--- config.mk ---
export PLATFORM = sky130hd
export DESIGN_NAME = csr_commit_pipe_flat
export DESIGN_NICKNAME = d
export VERILOG_FILES = /design/src/rtl/csr_commit_pipe_if.sv /design/src/rtl/csr_commit_pipe.sv /design/src/flat_wrapper.sv
export SDC_FILE = /design/constraint.sdc
export NUM_CORES = 1
export LEC_CHECK = 0
export BUFFER_PORTS_ARGS = -buffer_cell sky130_fd_sc_hd__buf_2
export CORE_ASPECT_RATIO = 0.6
export CORE_UTILIZATION = 38
export CTS_BUF_LIST = sky130_fd_sc_hd__clkbuf_16
export CTS_CLUSTER_DIAMETER = 80
export DETAILED_ROUTE_END_ITERATION = 12
export HOLD_SLACK_MARGIN = 0.08
export SKIP_LAST_GASP = 1
export SLEW_MARGIN = 5
export SYNTH_ARGS = -nofsm -noshare
export SYNTH_HDL_FRONTEND = slang
export SYNTH_SLANG_ARGS = --single-unit
--- constraint.sdc ---
create_clock -name clk_i -period 13.56 [get_ports clk_i]
set_input_delay 2.712 -clock clk_i [delete_from_list [all_inputs] [get_ports clk_i]]
set_output_delay 2.712 -clock clk_i [all_outputs]
set_load 0.05 [all_outputs]
--- src/rtl/csr_commit_pipe_if.sv ---
// Bundles the issue, CSR-result, memory-exception and writeback signals of the commit pipe.
// No latency of its own; it is only a signal container.
// No backpressure: the issue side must only issue when downstream can accept.
interface csr_commit_pipe_if;
    // issue side
    logic        opcode_valid;
    logic [31:0] opcode_opcode;
    logic [31:0] opcode_pc;
    logic [4:0]  opcode_rd_idx;
    // registered CSR unit result, valid the cycle after issue
    logic [31:0] csr_result_e1_value;
    logic        csr_result_e1_write;
    logic [31:0] csr_result_e1_wdata;
    logic [5:0]  csr_result_e1_exception;
    // late LSU exception for the instruction in E2
    logic [5:0]  mem_exception_e2;
    logic [31:0] mem_addr_e2;
    logic        squash;
    // CSR writeback / exception commit bus
    logic        csr_writeback_write;
    logic [11:0] csr_writeback_waddr;
    logic [31:0] csr_writeback_wdata;
    logic [5:0]  csr_writeback_exception;
    logic [31:0] csr_writeback_exception_pc;
    logic [31:0] csr_writeback_exception_addr;
    // register-file writeback
    logic        wb_valid;
    logic [4:0]  wb_rd_idx;
    logic        wb_rd_we;
    logic [31:0] wb_result;
    logic        interrupt_inhibit;

    // Issue/execute side drives the pipe's inputs and observes its outputs.
    modport master (
        output opcode_valid, opcode_opcode, opcode_pc, opcode_rd_idx,
        output csr_result_e1_value, csr_result_e1_write, csr_result_e1_wdata,
        output csr_result_e1_exception, mem_exception_e2, mem_addr_e2, squash,
        input  csr_writeback_write, csr_writeback_waddr, csr_writeback_wdata,
        input  csr_writeback_exception, csr_writeback_exception_pc,
        input  csr_writeback_exception_addr,
        input  wb_valid, wb_rd_idx, wb_rd_we, wb_result, interrupt_inhibit
    );

    // The commit pipe itself.
    modport slave (
        input  opcode_valid, opcode_opcode, opcode_pc, opcode_rd_idx,
        input  csr_result_e1_value, csr_result_e1_write, csr_result_e1_wdata,
        input  csr_result_e1_exception, mem_exception_e2, mem_addr_e2, squash,
        output csr_writeback_write, csr_writeback_waddr, csr_writeback_wdata,
        output csr_writeback_exception, csr_writeback_exception_pc,
        output csr_writeback_exception_addr,
        output wb_valid, wb_rd_idx, wb_rd_we, wb_result, interrupt_inhibit
    );
endinterface

--- src/rtl/csr_commit_pipe.sv ---
// Fixed-latency CSR commit pipeline (E1 -> E2 -> WB) with exception merge, squash and interrupt inhibit.
// Latency: issue at cycle N commits at N+3; one instruction per cycle.
// No backpressure: never stalls; exceptions and squash kill younger slots instead.
module csr_commit_pipe #(
    parameter int unsigned EXC_HOLDOFF = 2
) (
    input  logic              clk_i,
    input  logic              rst_i,
    csr_commit_pipe_if.slave  bus
);

    localparam logic [3:0] HOLDOFF_LOAD = 4'(EXC_HOLDOFF);
    localparam logic [5:0] EXC_ILLEGAL  = 6'h02;

    // E1 slot: metadata only
    logic        e1_vld;
    logic [31:0] e1_pc;
    logic [11:0] e1_csr_addr;
    logic [4:0]  e1_rd;

    // E2 slot: metadata plus the registered CSR result
    logic        e2_vld;
    logic [31:0] e2_pc;
    logic [11:0] e2_csr_addr;
    logic [4:0]  e2_rd;
    logic [31:0] e2_value;
    logic        e2_write;
    logic [31:0] e2_wdata;
    logic [5:0]  e2_exc;

    // WB slot: E2 contents with both exception sources merged
    logic        wb_vld;
    logic [31:0] wb_pc;
    logic [11:0] wb_csr_addr;
    logic [4:0]  wb_rd;
    logic [31:0] wb_value;
    logic        wb_write;
    logic [31:0] wb_wdata;
    logic [5:0]  wb_exc;
    logic [31:0] wb_addr;

    logic [3:0]  holdoff_cnt;

    logic        exc_commit;
    logic        flush;
    logic        issue_acc;
    logic [5:0]  merged_exc;
    logic [31:0] merged_addr;

    // A committing exception and an external squash both kill everything younger than WB.
    assign exc_commit = wb_vld && (wb_exc != 6'd0);
    assign flush      = exc_commit || bus.squash;
    assign issue_acc  = bus.opcode_valid && !flush;

    // Merge exceptions: the CSR one is older so it wins; tval depends on which source fired.
    always_comb begin
        merged_exc  = 6'd0;
        merged_addr = 32'd0;
        if (e2_exc != 6'd0) begin
            merged_exc = e2_exc;
            if (e2_exc == EXC_ILLEGAL) begin
                merged_addr = e2_value;
            end
        end else if (bus.mem_exception_e2 != 6'd0) begin
            merged_exc  = bus.mem_exception_e2;
            merged_addr = bus.mem_addr_e2;
        end
    end

    // Slot valid bits advance every cycle; flush clears E1/E2 and stops E2 from reaching WB.
    always_ff @(posedge clk_i or posedge rst_i) begin
        if (rst_i) begin
            e1_vld <= 1'b0;
            e2_vld <= 1'b0;
            wb_vld <= 1'b0;
        end else begin
            e1_vld <= issue_acc;
            e2_vld <= e1_vld && !flush;
            wb_vld <= e2_vld && !flush;
        end
    end

    // E1 captures issue metadata for accepted instructions.
    always_ff @(posedge clk_i or posedge rst_i) begin
        if (rst_i) begin
            e1_pc       <= 32'd0;
            e1_csr_addr <= 12'd0;
            e1_rd       <= 5'd0;
        end else if (issue_acc) begin
            e1_pc       <= bus.opcode_pc;
            e1_csr_addr <= bus.opcode_opcode[31:20];
            e1_rd       <= bus.opcode_rd_idx;
        end
    end

    // E2 pairs E1 metadata with the CSR result that arrives one cycle after issue.
    always_ff @(posedge clk_i or posedge rst_i) begin
        if (rst_i) begin
            e2_pc       <= 32'd0;
            e2_csr_addr <= 12'd0;
            e2_rd       <= 5'd0;
            e2_value    <= 32'd0;
            e2_write    <= 1'b0;
            e2_wdata    <= 32'd0;
            e2_exc      <= 6'd0;
        end else if (e1_vld) begin
            e2_pc       <= e1_pc;
            e2_csr_addr <= e1_csr_addr;
            e2_rd       <= e1_rd;
            e2_value    <= bus.csr_result_e1_value;
            e2_write    <= bus.csr_result_e1_write;
            e2_wdata    <= bus.csr_result_e1_wdata;
            e2_exc      <= bus.csr_result_e1_exception;
        end
    end

    // WB captures E2 with the merged exception code and tval.
    always_ff @(posedge clk_i or posedge rst_i) begin
        if (rst_i) begin
            wb_pc       <= 32'd0;
            wb_csr_addr <= 12'd0;
            wb_rd       <= 5'd0;
            wb_value    <= 32'd0;
            wb_write    <= 1'b0;
            wb_wdata    <= 32'd0;
            wb_exc      <= 6'd0;
            wb_addr     <= 32'd0;
        end else if (e2_vld) begin
            wb_pc       <= e2_pc;
            wb_csr_addr <= e2_csr_addr;
            wb_rd       <= e2_rd;
            wb_value    <= e2_value;
            wb_write    <= e2_write;
            wb_wdata    <= e2_wdata;
            wb_exc      <= merged_exc;
            wb_addr     <= merged_addr;
        end
    end

    // Holdoff counter reloads on every exception commit and otherwise counts down to zero.
    always_ff @(posedge clk_i or posedge rst_i) begin
        if (rst_i) begin
            holdoff_cnt <= 4'd0;
        end else if (exc_commit) begin
            holdoff_cnt <= HOLDOFF_LOAD;
        end else if (holdoff_cnt != 4'd0) begin
            holdoff_cnt <= holdoff_cnt - 4'd1;
        end
    end

    // Writeback outputs are gated by the WB valid bit so an empty slot presents all zeros.
    assign bus.wb_valid                     = wb_vld;
    assign bus.wb_rd_idx                    = wb_vld ? wb_rd : 5'd0;
    assign bus.wb_result                    = wb_vld ? wb_value : 32'd0;
    assign bus.wb_rd_we                     = wb_vld && wb_write && (wb_exc == 6'd0) && (wb_rd != 5'd0);
    assign bus.csr_writeback_write          = wb_vld && wb_write && (wb_exc == 6'd0);
    assign bus.csr_writeback_waddr          = wb_vld ? wb_csr_addr : 12'd0;
    assign bus.csr_writeback_wdata          = wb_vld ? wb_wdata : 32'd0;
    assign bus.csr_writeback_exception      = wb_vld ? wb_exc : 6'd0;
    assign bus.csr_writeback_exception_pc   = wb_vld ? wb_pc : 32'd0;
    assign bus.csr_writeback_exception_addr = wb_vld ? wb_addr : 32'd0;
    assign bus.interrupt_inhibit            = e1_vld || e2_vld || wb_vld || (holdoff_cnt != 4'd0);

endmodule

--- src/flat_wrapper.sv ---
// flat-port wrapper written by rule: the top's interface ports become plain ports
module csr_commit_pipe_flat 
#(
    parameter int unsigned EXC_HOLDOFF = 2
)
  (clk_i, rst_i, bus_opcode_valid, bus_opcode_opcode, bus_opcode_pc, bus_opcode_rd_idx, bus_csr_result_e1_value, bus_csr_result_e1_write, bus_csr_result_e1_wdata, bus_csr_result_e1_exception, bus_mem_exception_e2, bus_mem_addr_e2, bus_squash, bus_csr_writeback_write, bus_csr_writeback_waddr, bus_csr_writeback_wdata, bus_csr_writeback_exception, bus_csr_writeback_exception_pc, bus_csr_writeback_exception_addr, bus_wb_valid, bus_wb_rd_idx, bus_wb_rd_we, bus_wb_result, bus_interrupt_inhibit);
  csr_commit_pipe_if bus_i ();
  input  logic clk_i;
  input  logic rst_i;
  input wire logic [$bits(bus_i.opcode_valid)-1:0] bus_opcode_valid;
  input wire logic [$bits(bus_i.opcode_opcode)-1:0] bus_opcode_opcode;
  input wire logic [$bits(bus_i.opcode_pc)-1:0] bus_opcode_pc;
  input wire logic [$bits(bus_i.opcode_rd_idx)-1:0] bus_opcode_rd_idx;
  input wire logic [$bits(bus_i.csr_result_e1_value)-1:0] bus_csr_result_e1_value;
  input wire logic [$bits(bus_i.csr_result_e1_write)-1:0] bus_csr_result_e1_write;
  input wire logic [$bits(bus_i.csr_result_e1_wdata)-1:0] bus_csr_result_e1_wdata;
  input wire logic [$bits(bus_i.csr_result_e1_exception)-1:0] bus_csr_result_e1_exception;
  input wire logic [$bits(bus_i.mem_exception_e2)-1:0] bus_mem_exception_e2;
  input wire logic [$bits(bus_i.mem_addr_e2)-1:0] bus_mem_addr_e2;
  input wire logic [$bits(bus_i.squash)-1:0] bus_squash;
  output wire logic [$bits(bus_i.csr_writeback_write)-1:0] bus_csr_writeback_write;
  output wire logic [$bits(bus_i.csr_writeback_waddr)-1:0] bus_csr_writeback_waddr;
  output wire logic [$bits(bus_i.csr_writeback_wdata)-1:0] bus_csr_writeback_wdata;
  output wire logic [$bits(bus_i.csr_writeback_exception)-1:0] bus_csr_writeback_exception;
  output wire logic [$bits(bus_i.csr_writeback_exception_pc)-1:0] bus_csr_writeback_exception_pc;
  output wire logic [$bits(bus_i.csr_writeback_exception_addr)-1:0] bus_csr_writeback_exception_addr;
  output wire logic [$bits(bus_i.wb_valid)-1:0] bus_wb_valid;
  output wire logic [$bits(bus_i.wb_rd_idx)-1:0] bus_wb_rd_idx;
  output wire logic [$bits(bus_i.wb_rd_we)-1:0] bus_wb_rd_we;
  output wire logic [$bits(bus_i.wb_result)-1:0] bus_wb_result;
  output wire logic [$bits(bus_i.interrupt_inhibit)-1:0] bus_interrupt_inhibit;
  assign bus_i.opcode_valid = bus_opcode_valid;
  assign bus_i.opcode_opcode = bus_opcode_opcode;
  assign bus_i.opcode_pc = bus_opcode_pc;
  assign bus_i.opcode_rd_idx = bus_opcode_rd_idx;
  assign bus_i.csr_result_e1_value = bus_csr_result_e1_value;
  assign bus_i.csr_result_e1_write = bus_csr_result_e1_write;
  assign bus_i.csr_result_e1_wdata = bus_csr_result_e1_wdata;
  assign bus_i.csr_result_e1_exception = bus_csr_result_e1_exception;
  assign bus_i.mem_exception_e2 = bus_mem_exception_e2;
  assign bus_i.mem_addr_e2 = bus_mem_addr_e2;
  assign bus_i.squash = bus_squash;
  assign bus_csr_writeback_write = bus_i.csr_writeback_write;
  assign bus_csr_writeback_waddr = bus_i.csr_writeback_waddr;
  assign bus_csr_writeback_wdata = bus_i.csr_writeback_wdata;
  assign bus_csr_writeback_exception = bus_i.csr_writeback_exception;
  assign bus_csr_writeback_exception_pc = bus_i.csr_writeback_exception_pc;
  assign bus_csr_writeback_exception_addr = bus_i.csr_writeback_exception_addr;
  assign bus_wb_valid = bus_i.wb_valid;
  assign bus_wb_rd_idx = bus_i.wb_rd_idx;
  assign bus_wb_rd_we = bus_i.wb_rd_we;
  assign bus_wb_result = bus_i.wb_result;
  assign bus_interrupt_inhibit = bus_i.interrupt_inhibit;
  csr_commit_pipe #(.EXC_HOLDOFF(EXC_HOLDOFF)) u_core (.clk_i(clk_i), .rst_i(rst_i), .bus(bus_i));
endmodule
==> results of run 1 <==
## layer usage
metal	vias up	wire, µm
li1	4176	-
met1	4657	15000
met2	194	15800
met3	46	2010
met4	8	435
met5	-	48
## worst reg2reg max path, stage by stage, from the launching register on
cell     delay, ps
dfrtp_4        940
buf_4          740
buf_4          700
mux2_2         460
## through the flow
step                setup WS, ps  utilization  hold WS, ps  instance area [µm²]
global route                7690        0.473          498                16800
CTS                         7770        0.473          491                16800
detailed placement          8280        0.444          476                15800
global placement            8300        0.444          466                15800
finish                      7930        0.473          486                16800
floorplan                   1760            -          452                14000
## power breakdown
group          total [W]  leakage, nW  switching [W]  internal [W]
registers        0.00141         3.93       0.000151       0.00126
clock network   0.000871        0.533       0.000384      0.000488
logic           0.000475         3.34       0.000209      0.000266
total            0.00276         7.81       0.000744       0.00201
## how the worst max path moves through the flow
stage,end,slack [ps],cells past startpoint
global route,bus_wb_rd_we,7690,4
finish,bus_wb_rd_we,7930,4
floorplan,u_core.bus.wb_valid$_DFF_PP0_,1760,1
CTS,bus_wb_rd_we,7770,4
global placement,u_core.e2_wdata[6]$_DFFE_PP0P_,8300,4
detailed placement,u_core.wb_wdata[6]$_DFFE_PP0P_,8280,4
## final cells by class
| type | count | area [µm²] | area share |
|---|---|---|---|
| diodes | 4 | 10.0 | 0.000594 |
| clock buffers | 35 | 876 | 0.0520 |
| clock inverters | 26 | 143 | 0.00847 |
| inverters | 35 | 139 | 0.00824 |
| multi-input cells | 580 | 5200 | 0.309 |
| flip-flops and latches | 328 | 8220 | 0.488 |
| well taps | 467 | 584 | 0.0347 |
| repair buffers | 328 | 1670 | 0.0992 |
## cells in the final DEF (no fill, tap or decap), drive strengths merged, types with 2 or more instances in the layout
master  instances
a21oi           3
a221o           4
a31oi           2
and2          151
buf           328
clkbuf         35
clkinv         17
dfrtp         328
diode           4
ha              2
inv            43
mux2          281
mux2i           2
nand2           2
nand2b          4
nand4          64
nor2            7
nor2b           6
nor3            2
nor3b           2
nor4            2
o211ai          2
o21ai           2
o221ai         30
or4             3
## cell families after synthesis
logic type / share of synthesized area
compound gates: 0.0281
xor+xnor: 0.000627
fa+ha+maj: 0.00179
buf+inv: 0.0413
flops: 0.588
mux: 0.228
simple gates: 0.112
## flip-flops by register name, summed over array words and instances (netlist names), 32 cells and up
signal,flops
u_core.e1_pc,32
u_core.e2_pc,32
u_core.e2_value,32
u_core.e2_wdata,32
u_core.wb_addr,32
u_core.wb_pc,32
u_core.wb_value,32
u_core.wb_wdata,32
==> qor.csv, run 1 <==
metric;value;unit
die height;150;µm
# H-tree levels;2;
Port Buf Inserts;316;
fin crit share;0.415;
Nets;1491;
final WL;33.3;mm
worst r2r path cells;3;
total power;0.00276;W
Sink Count;328;
DR WL/cell;18.5;µm
chip width;249;µm
buffer count from post-CTS setup fixing;0;
fraction of layout cells with a size suffix above 1;0.500;
CP Buf/Inv Count;2;
row count;53;
Syn Inst Count;1022;
syn_nets;1206;
WHS Path Cells;1;
setup TNS;0;ps
max cap viols;0;
filler cell count;3251;
worst r2r dst;u_core.wb_wdata[21]$_DFFE_PP0P_;
Area contributors post-synth;dfrtp_1, mux2_2, and2_1;
# IOs;337;
vias per cell;5.04;
vias;9081;
Critical Path Fanout Max;88;
vias in the first global route;9453;
Arrival @ worst endpoint;2910;ps
synth unique cells;41;
CTS root buf;clkbuf_16;
crit-path max cell delay;840;ps
Syn Area/Cell;13.7;µm²
CTS max path bufs;3;
antenna violations before repair;8;
DR iter-0 viols;361;
Final Setup Violations;0;
worst setup path category;reg2out;
area added between synthesis and finish;20.7;%
Final ANT Viol Nets;0;
sequential share of the synthesized area;0.588;
Final Hold Violating Endpoints;0;
r2r setup slk;10600;ps
count leader, synth;dfrtp_1;
M1 GR Usage;0.240;
Clk pin slew, worst setup/hold paths;60;ps
area leader, netlist;dfrtp_1;
min-delay src;u_core.e1_pc[31]$_DFFE_PP0P_;
total placed cells including tap cells;1738;
post-synth top area share;0.588;
Mapped Area;14000;µm²
FMAX;178;MHz
Pre-antenna DRT Iters;4;
met2 global-route usage;0.287;
Num CTS Buffers;34;
worst-skew pair later-pin latency;520;ps
P_leak;7.81;nW
Final Max Slew Viols;0;
busiest grt layer;met2;
Post-synth top flop;dfrtp_1;
cell family with most CP delay;buffers and inverters;
crit end category;output port;
non-filler instance count after layout;1803;
R2R Path Start;u_core.e2_vld$_DFF_PP0_;
largest net degree at the start of global routing;137;
Min-Delay Path Class;reg2reg;
CORE AREA;35600;µm²
CP cell instances;buf_4, and4_1, o21a_1, buf_2;
global-route wire length before repair;53.1;mm
hold buffers post-CTS;0;
hold endpoint;u_core.e1_pc[31]$_DFFE_PP0P_;
RSZ-0062 raised after global routing;no;
WP data required;10850;ps
cts repair resizes;0;
Die Area;37500;µm²
yosys warns;0;
post-route DRC violation count;0;
PD cells;164;nW/µm²
Synth async-reset ratio;1.00;
gpl congestion;0.748;
Slew HR;0.325;
outcome;complete, no violations;
Slowest cell on crit path;dfrtp_4;
detailed placement HPWL;20.8;mm
Tmin final;5630;ps
crit path from;u_core.bus.wb_valid$_DFF_PP0_;
number of synthesized flops with an enable pin;0;
M3 GR Usage;0.0510;
CTS tree;built;
pin slew with the least headroom to its limit;1010;ps
top cells by count, synth;dfrtp_1, mux2_2, and2_1, nand4_1, clkbuf_1;
initial core utilization;0.392;
total track usage;0.179;
GRT overflow;0;
Final Skew;24.6;ps
Synth Register Bits;328;
Startpoint Class;flip-flop;
IR drop worst, VDD;0.0918;mV
Note: power is estimated with default switching activity, not from simulation.
==> inputs of run 2 (changes only) <==
- ABC_AREA: not set -> 1
- clock period: 13.56 -> 5.69 ns (I/O delays scaled with it)
==> run 2 against run 1 <==
  * Combinational power up 61%
  * Register-to-register slack worse by 7800 ps
  * Global-route usage rose by 3.1 points
  * Clock power rose to 2.6 times the previous value
  * Hold slack got worse by 18 ps
  * Sequential power up 110%
  * Largest power group unchanged
  * Highest routed layer is now met4
==> qor.csv, run 2 <==
metric;value;unit
outcome;complete, no violations;
DR WL/cell;15.1;µm
Startpoint Class;flip-flop;
yosys warns;0;
worst setup path category;reg2out;
# H-tree levels;2;
CORE AREA;37000;µm²
worst-skew pair later-pin latency;520;ps
WHS Path Cells;2;
mux contribution to synthesized area;0;
# IOs;337;
vias per cell;4.62;
Tmin final;3670;ps
setup TNS;0;ps
post-route DRC violation count;0;
simple-gate share of the synthesized area;0.284;
top cells by count, synth;nand2_1, dfrtp_1, inv_1, o21ai_0, nand3_1;
Clk pin slew, worst setup/hold paths;60;ps
final WL;39.8;mm
CTS max path bufs;3;
R2R Path Start;u_core.bus.wb_valid$_DFF_PP0_;
vias;12100;
hold buffers post-CTS;0;
Compound-Gate Fraction of Synth Area;0.0355;
total track usage;0.209;
Final Max Slew Viols;0;
FF/Latch Area;8220;µm²
Slew HR;0.294;
min-delay src;u_core.e1_pc[21]$_DFFE_PP0P_;
initial core utilization;0.392;
Port Buf Inserts;316;
IR drop worst, VDD;0.155;mV
Arrival @ worst endpoint;2530;ps
gpl congestion;0.824;
Synth Register Bits;328;
Pre-antenna DRT Iters;5;
syn_nets;2023;
Mapped Area;14500;µm²
fin crit share;0.644;
Nets;2282;
antenna violations before repair;2;
CTS root buf;clkbuf_16;
commonest non-fill, non-tap cell in the layout;nand2_1;
post-synth top area share;0.566;
post-synthesis xor/xnor area fraction;0.00121;
Post-synth top flop;dfrtp_1;
largest net degree at the start of global routing;136;
vias in the first global route;12200;
Sink Count;328;
Syn Inst Count;1839;
r2r setup slk;2770;ps
GRT overflow;0;
area leader, netlist;dfrtp_1;
worst r2r dst;u_core.e1_pc[3]$_DFFE_PP0P_;
count leader, synth;nand2_1;
largest family of logic cells by synthesized area;simple AND/OR/NAND/NOR gates;
global-route wire length before repair;64.9;mm
cts repair resizes;0;
worst r2r path cells;5;
PD cells;343;nW/µm²
Area contributors post-synth;dfrtp_1, nand2_1, inv_1;
Final Hold Violating Endpoints;0;
CTS tree;built;
Num CTS Buffers;35;
WP data required;4550;ps
Critical Path Fanout Max;85;
max cap viols;0;
Min-Delay Path Class;reg2reg;
DR iter-0 viols;880;
sequential share of the synthesized area;0.566;
number of synthesized flops with an enable pin;0;
hold endpoint;u_core.e1_pc[21]$_DFFE_PP0P_;
P_leak;10.9;nW
commonest cells after routing, fill and taps aside;nand2_1, dfrtp_1, buf_2;
chip width;254;µm
Final Skew;12.8;ps
buffer count from post-CTS setup fixing;0;
Core Util, Final;0.470;
Adder-Cell Fraction of Synth Area;0.00173;
RSZ-0062 raised after global routing;no;
Synth async-reset ratio;1.00;
pin slew with the least headroom to its limit;1060;ps
die height;153;µm
filler cell count;3728;
row count;54;
area added between synthesis and finish;19.9;%
detailed placement HPWL;24.8;mm
Final Cell Area;17400;µm²
fraction of layout cells with a size suffix above 1;0.182;
DP Area;16300;µm²
Die Area;39000;µm²
crit end category;output port;
Final ANT Viol Nets;0;
Syn Area/Cell;7.88;µm²
multi-input logic area;4680;µm²
Final Setup Violations;0;
synth unique cells;27;
FMAX;273;MHz
[run 2: changes by cell type in the layout (fill, tap and decap cells not counted), moves of 72 or more]
cell	previous run	this run
mux2_2	279	0
o21ai_0	2	95
inv_1	40	274
and2_1	151	0
nand2_1	2	869
nand3_1	0	72
[run 2: worst max-delay path: stages (launching register included)]
cell and delay, ps:
dfrtp_4 1030, buf_12 410, nand2_1 180, inv_1 80, buf_2 250
[run 2: per-layer routing]
metal,GRT usage,vias up,part of all wire
li1,-,6010,-
met1,0.291,5756,0.47
met2,0.332,302,0.45
met3,0.0375,56,0.051
met4,0.0628,0,0.023
met5,0,-,0
[run 2: area by class of cell]
type,instances,area share
sequential,328,0.473
tap,504,0.0363
multi-input combinational,1131,0.269
timing repair buffer,328,0.0991
clock inverter,21,0.0107
inverter,274,0.0597
clock buffer,36,0.0518
antenna,2,0.000288
[run 2: worst max-delay path by stage]
stage	start	end	slack (ps)	depth (start not counted)
finish	u_core.bus.wb_valid$_DFF_PP0_	bus_csr_writeback_exception_pc[22]	2020	4
global route	u_core.bus.wb_valid$_DFF_PP0_	bus_csr_writeback_exception_pc[22]	1800	4
CTS	u_core.bus.wb_valid$_DFF_PP0_	bus_csr_writeback_exception_pc[21]	1890	4
detailed placement	u_core.bus.wb_valid$_DFF_PP0_	bus_csr_writeback_exception_pc[21]	2470	4
global placement	u_core.bus.wb_valid$_DFF_PP0_	bus_csr_writeback_exception_pc[21]	2490	4
floorplan	rst_i	u_core.bus.wb_valid$_DFF_PP0_	170	1
[run 2: power breakdown]
group          total (W)  internal [W]  switching [W]  leakage (nW)
Clock            0.00223       0.00128       0.000947         0.541
Sequential       0.00296       0.00274       0.000226          4.16
Combinational   0.000765      0.000267       0.000498          6.24
[run 2: stage by stage]
step | hold slack, ps | power, W | setup slack (ps) | std cells
4_1_cts | 472 | 0.00604 | 1890 | 2622
2_1_floorplan | 442 | 0.00353 | 173 | 1839
5_1_grt | 481 | 0.00630 | 1800 | 2623
3_5_place_dp | 458 | 0.00378 | 2470 | 2565
6_report | 468 | 0.00596 | 2020 | 2624
3_3_place_gp | 451 | 0.00374 | 2490 | 2565
[run 2: cell families after synthesis]
logic type,count (synthesis)
adders and majority gates,2
buffers and inverters,380
and+or+nand+nor,1025
AOI/OAI and AO/OA,102
DFF,328
xor gates and xnor gates,2
==> inputs of run 3 (changes only) <==
- clock period: 5.69 -> 3.81 ns (I/O delays scaled with it)
==> run 3 against run 2 <==
  * Utilization hardly changed
  * Setup slack got worse by 1300 ps
  * Global-route usage shrank 0.16 points
  * Hold slack got worse by 44 ps
  * Critical path depth unchanged
  * First-iteration DRC count grew 2.3%
  * Count of clock-buffer cells in the layout is 1 lower
  * Final cell count is 0.15% higher
  * Combinational power rose by 50%
  * Sequential share of layout area hardly changed
  * Sequential cell count unchanged
  * Register-to-register slack lost 1500 ps
==> qor.csv, run 3 (synthesized netlist as in run 2, its figures left out) <==
metric;value;unit
r2r setup slk;1280;ps
worst r2r path cells;4;
final WL;39.9;mm
GRT overflow;0;
gpl congestion;0.824;
Nets;2285;
Startpoint Class;flip-flop;
pin slew with the least headroom to its limit;998;ps
post-route DRC violation count;0;
Port Buf Inserts;316;
Final Skew;22.7;ps
# H-tree levels;2;
commonest cells after routing, fill and taps aside;nand2_1, dfrtp_1, buf_2;
worst r2r dst;u_core.e1_pc[17]$_DFFE_PP0P_;
Critical Path Fanout Max;54;
row count;54;
met3 WL;2.16;mm
RSZ-0062 raised after global routing;no;
Final Max Slew Viols;0;
worst setup path category;reg2out;
total track usage;0.208;
chip width;254;µm
vias in the first global route;12200;
CTS tree;built;
CORE AREA;37000;µm²
Arrival @ worst endpoint;2320;ps
outcome;complete, no violations;
Seq pwr share;0.499;
Clk network pwr share;0.370;
IR drop worst, VDD;0.292;mV
largest net degree at the start of global routing;120;
Final ANT Viol Nets;0;
DP Area;16300;µm²
commonest non-fill, non-tap cell in the layout;nand2_1;
crit-path max cell delay;900;ps
Num CTS Buffers;34;
Slew HR;0.334;
R2R Path Start;u_core.bus.wb_valid$_DFF_PP0_;
Slowest cell on crit path;dfrtp_4;
fraction of layout cells with a size suffix above 1;0.186;
CTS root buf;clkbuf_16;
CTS max path bufs;3;
filler cell count;3742;
hold buffers post-CTS;0;
DR WL/cell;15.2;µm
# IOs;337;
buffer count from post-CTS setup fixing;0;
Final Cell Area;17400;µm²
vias;12300;
Final Setup Violations;0;
Min-Delay Path Class;in2async;
CP Buf/Inv Count;3;
Die Area;39000;µm²
WP data required;3050;ps
antenna violations before repair;1;
fin crit share;0.808;
FMAX;325;MHz
area added between synthesis and finish;19.9;%
met1 wire length;18.8;mm
PD cells;509;nW/µm²
CP cell instances;buf_4, nand2_1, inv_1, buf_2;
cell family with most CP delay;flip-flops;
setup TNS;0;ps
Final Hold Violating Endpoints;0;
vias per cell;4.67;
Pre-antenna DRT Iters;7;
initial core utilization;0.392;
met2 wire len;18.2;mm
DR iter-0 viols;900;
sw power;0.00249;W
Comb power frac;0.130;
max cap viols;0;
P_leak;10.9;nW
Sw Share;0.281;
Tmin final;3080;ps
worst-skew pair later-pin latency;520;ps
P_int;0.00636;W
Sink Count;328;
cts repair resizes;0;
detailed placement HPWL;25.2;mm
topmost layer with routed signal wires;met4;
Clk pin slew, worst setup/hold paths;60;ps
crit end category;output port;
die height;153;µm
global-route wire length before repair;64.7;mm
run 3: power by group through the flow:
stage	Combinational [W]	Clock (W)	Sequential [W]
after global placement	0.00113	0	0.00445
final	0.00115	0.00328	0.00442
after detailed placement	0.00118	0	0.00448
after global routing	0.00135	0.00351	0.00450
after CTS	0.00118	0.00338	0.00442
after floorplan	0.000883	0	0.00438
run 3: worst min-delay path, delay by kind of cell:
family                 cells  cell delay (ps)
buffers and inverters      3              600
run 3: how the worst max path moves through the flow:
stage                                             start                                   to  slack, ps  cells after the start
final                     u_core.bus.wb_valid$_DFF_PP0_  bus_csr_writeback_exception_addr[7]        730                      4
after global routing      u_core.bus.wb_valid$_DFF_PP0_          bus_csr_writeback_wdata[31]        570                      4
after CTS                 u_core.bus.wb_valid$_DFF_PP0_          bus_csr_writeback_wdata[31]        670                      4
after detailed placement  u_core.bus.wb_valid$_DFF_PP0_          bus_csr_writeback_wdata[31]       1230                      4
after global placement    u_core.bus.wb_valid$_DFF_PP0_          bus_csr_writeback_wdata[31]       1220                      4
after floorplan                                   rst_i        u_core.bus.wb_valid$_DFF_PP0_      -1330                      1
run 3: per-stage QoR:
stage               std cells  setup WS, ps  total power (W)  hold WS (ps)   util
floorplan                1839         -1330          0.00527           442      -
global placement         2569          1220          0.00558           452  0.442
detailed placement       2569          1230          0.00565           455  0.442
CTS                      2627           670          0.00898           421  0.470
global route             2627           568          0.00936           431  0.470
finish                   2628           730          0.00886           425  0.470
run 3: metal layers:
layer | vias up | GRT usage
li1 | 6015 | -
met1 | 5902 | 0.294
met2 | 302 | 0.329
met3 | 58 | 0.0370
met4 | 0 | 0.0528
met5 | - | 0
run 3: layout make-up:
| class | count | area, µm² | area share |
|---|---|---|---|
| well taps | 504 | 631 | 0.0363 |
| inverters | 274 | 1040 | 0.0597 |
| clock buffers | 35 | 876 | 0.0504 |
| diodes | 1 | 2.50 | 0.000144 |
| repair buffers | 332 | 1750 | 0.101 |
| clock inverters | 23 | 191 | 0.0110 |
| flip-flops and latches | 328 | 8220 | 0.473 |
| multi-input cells | 1131 | 4680 | 0.269 |
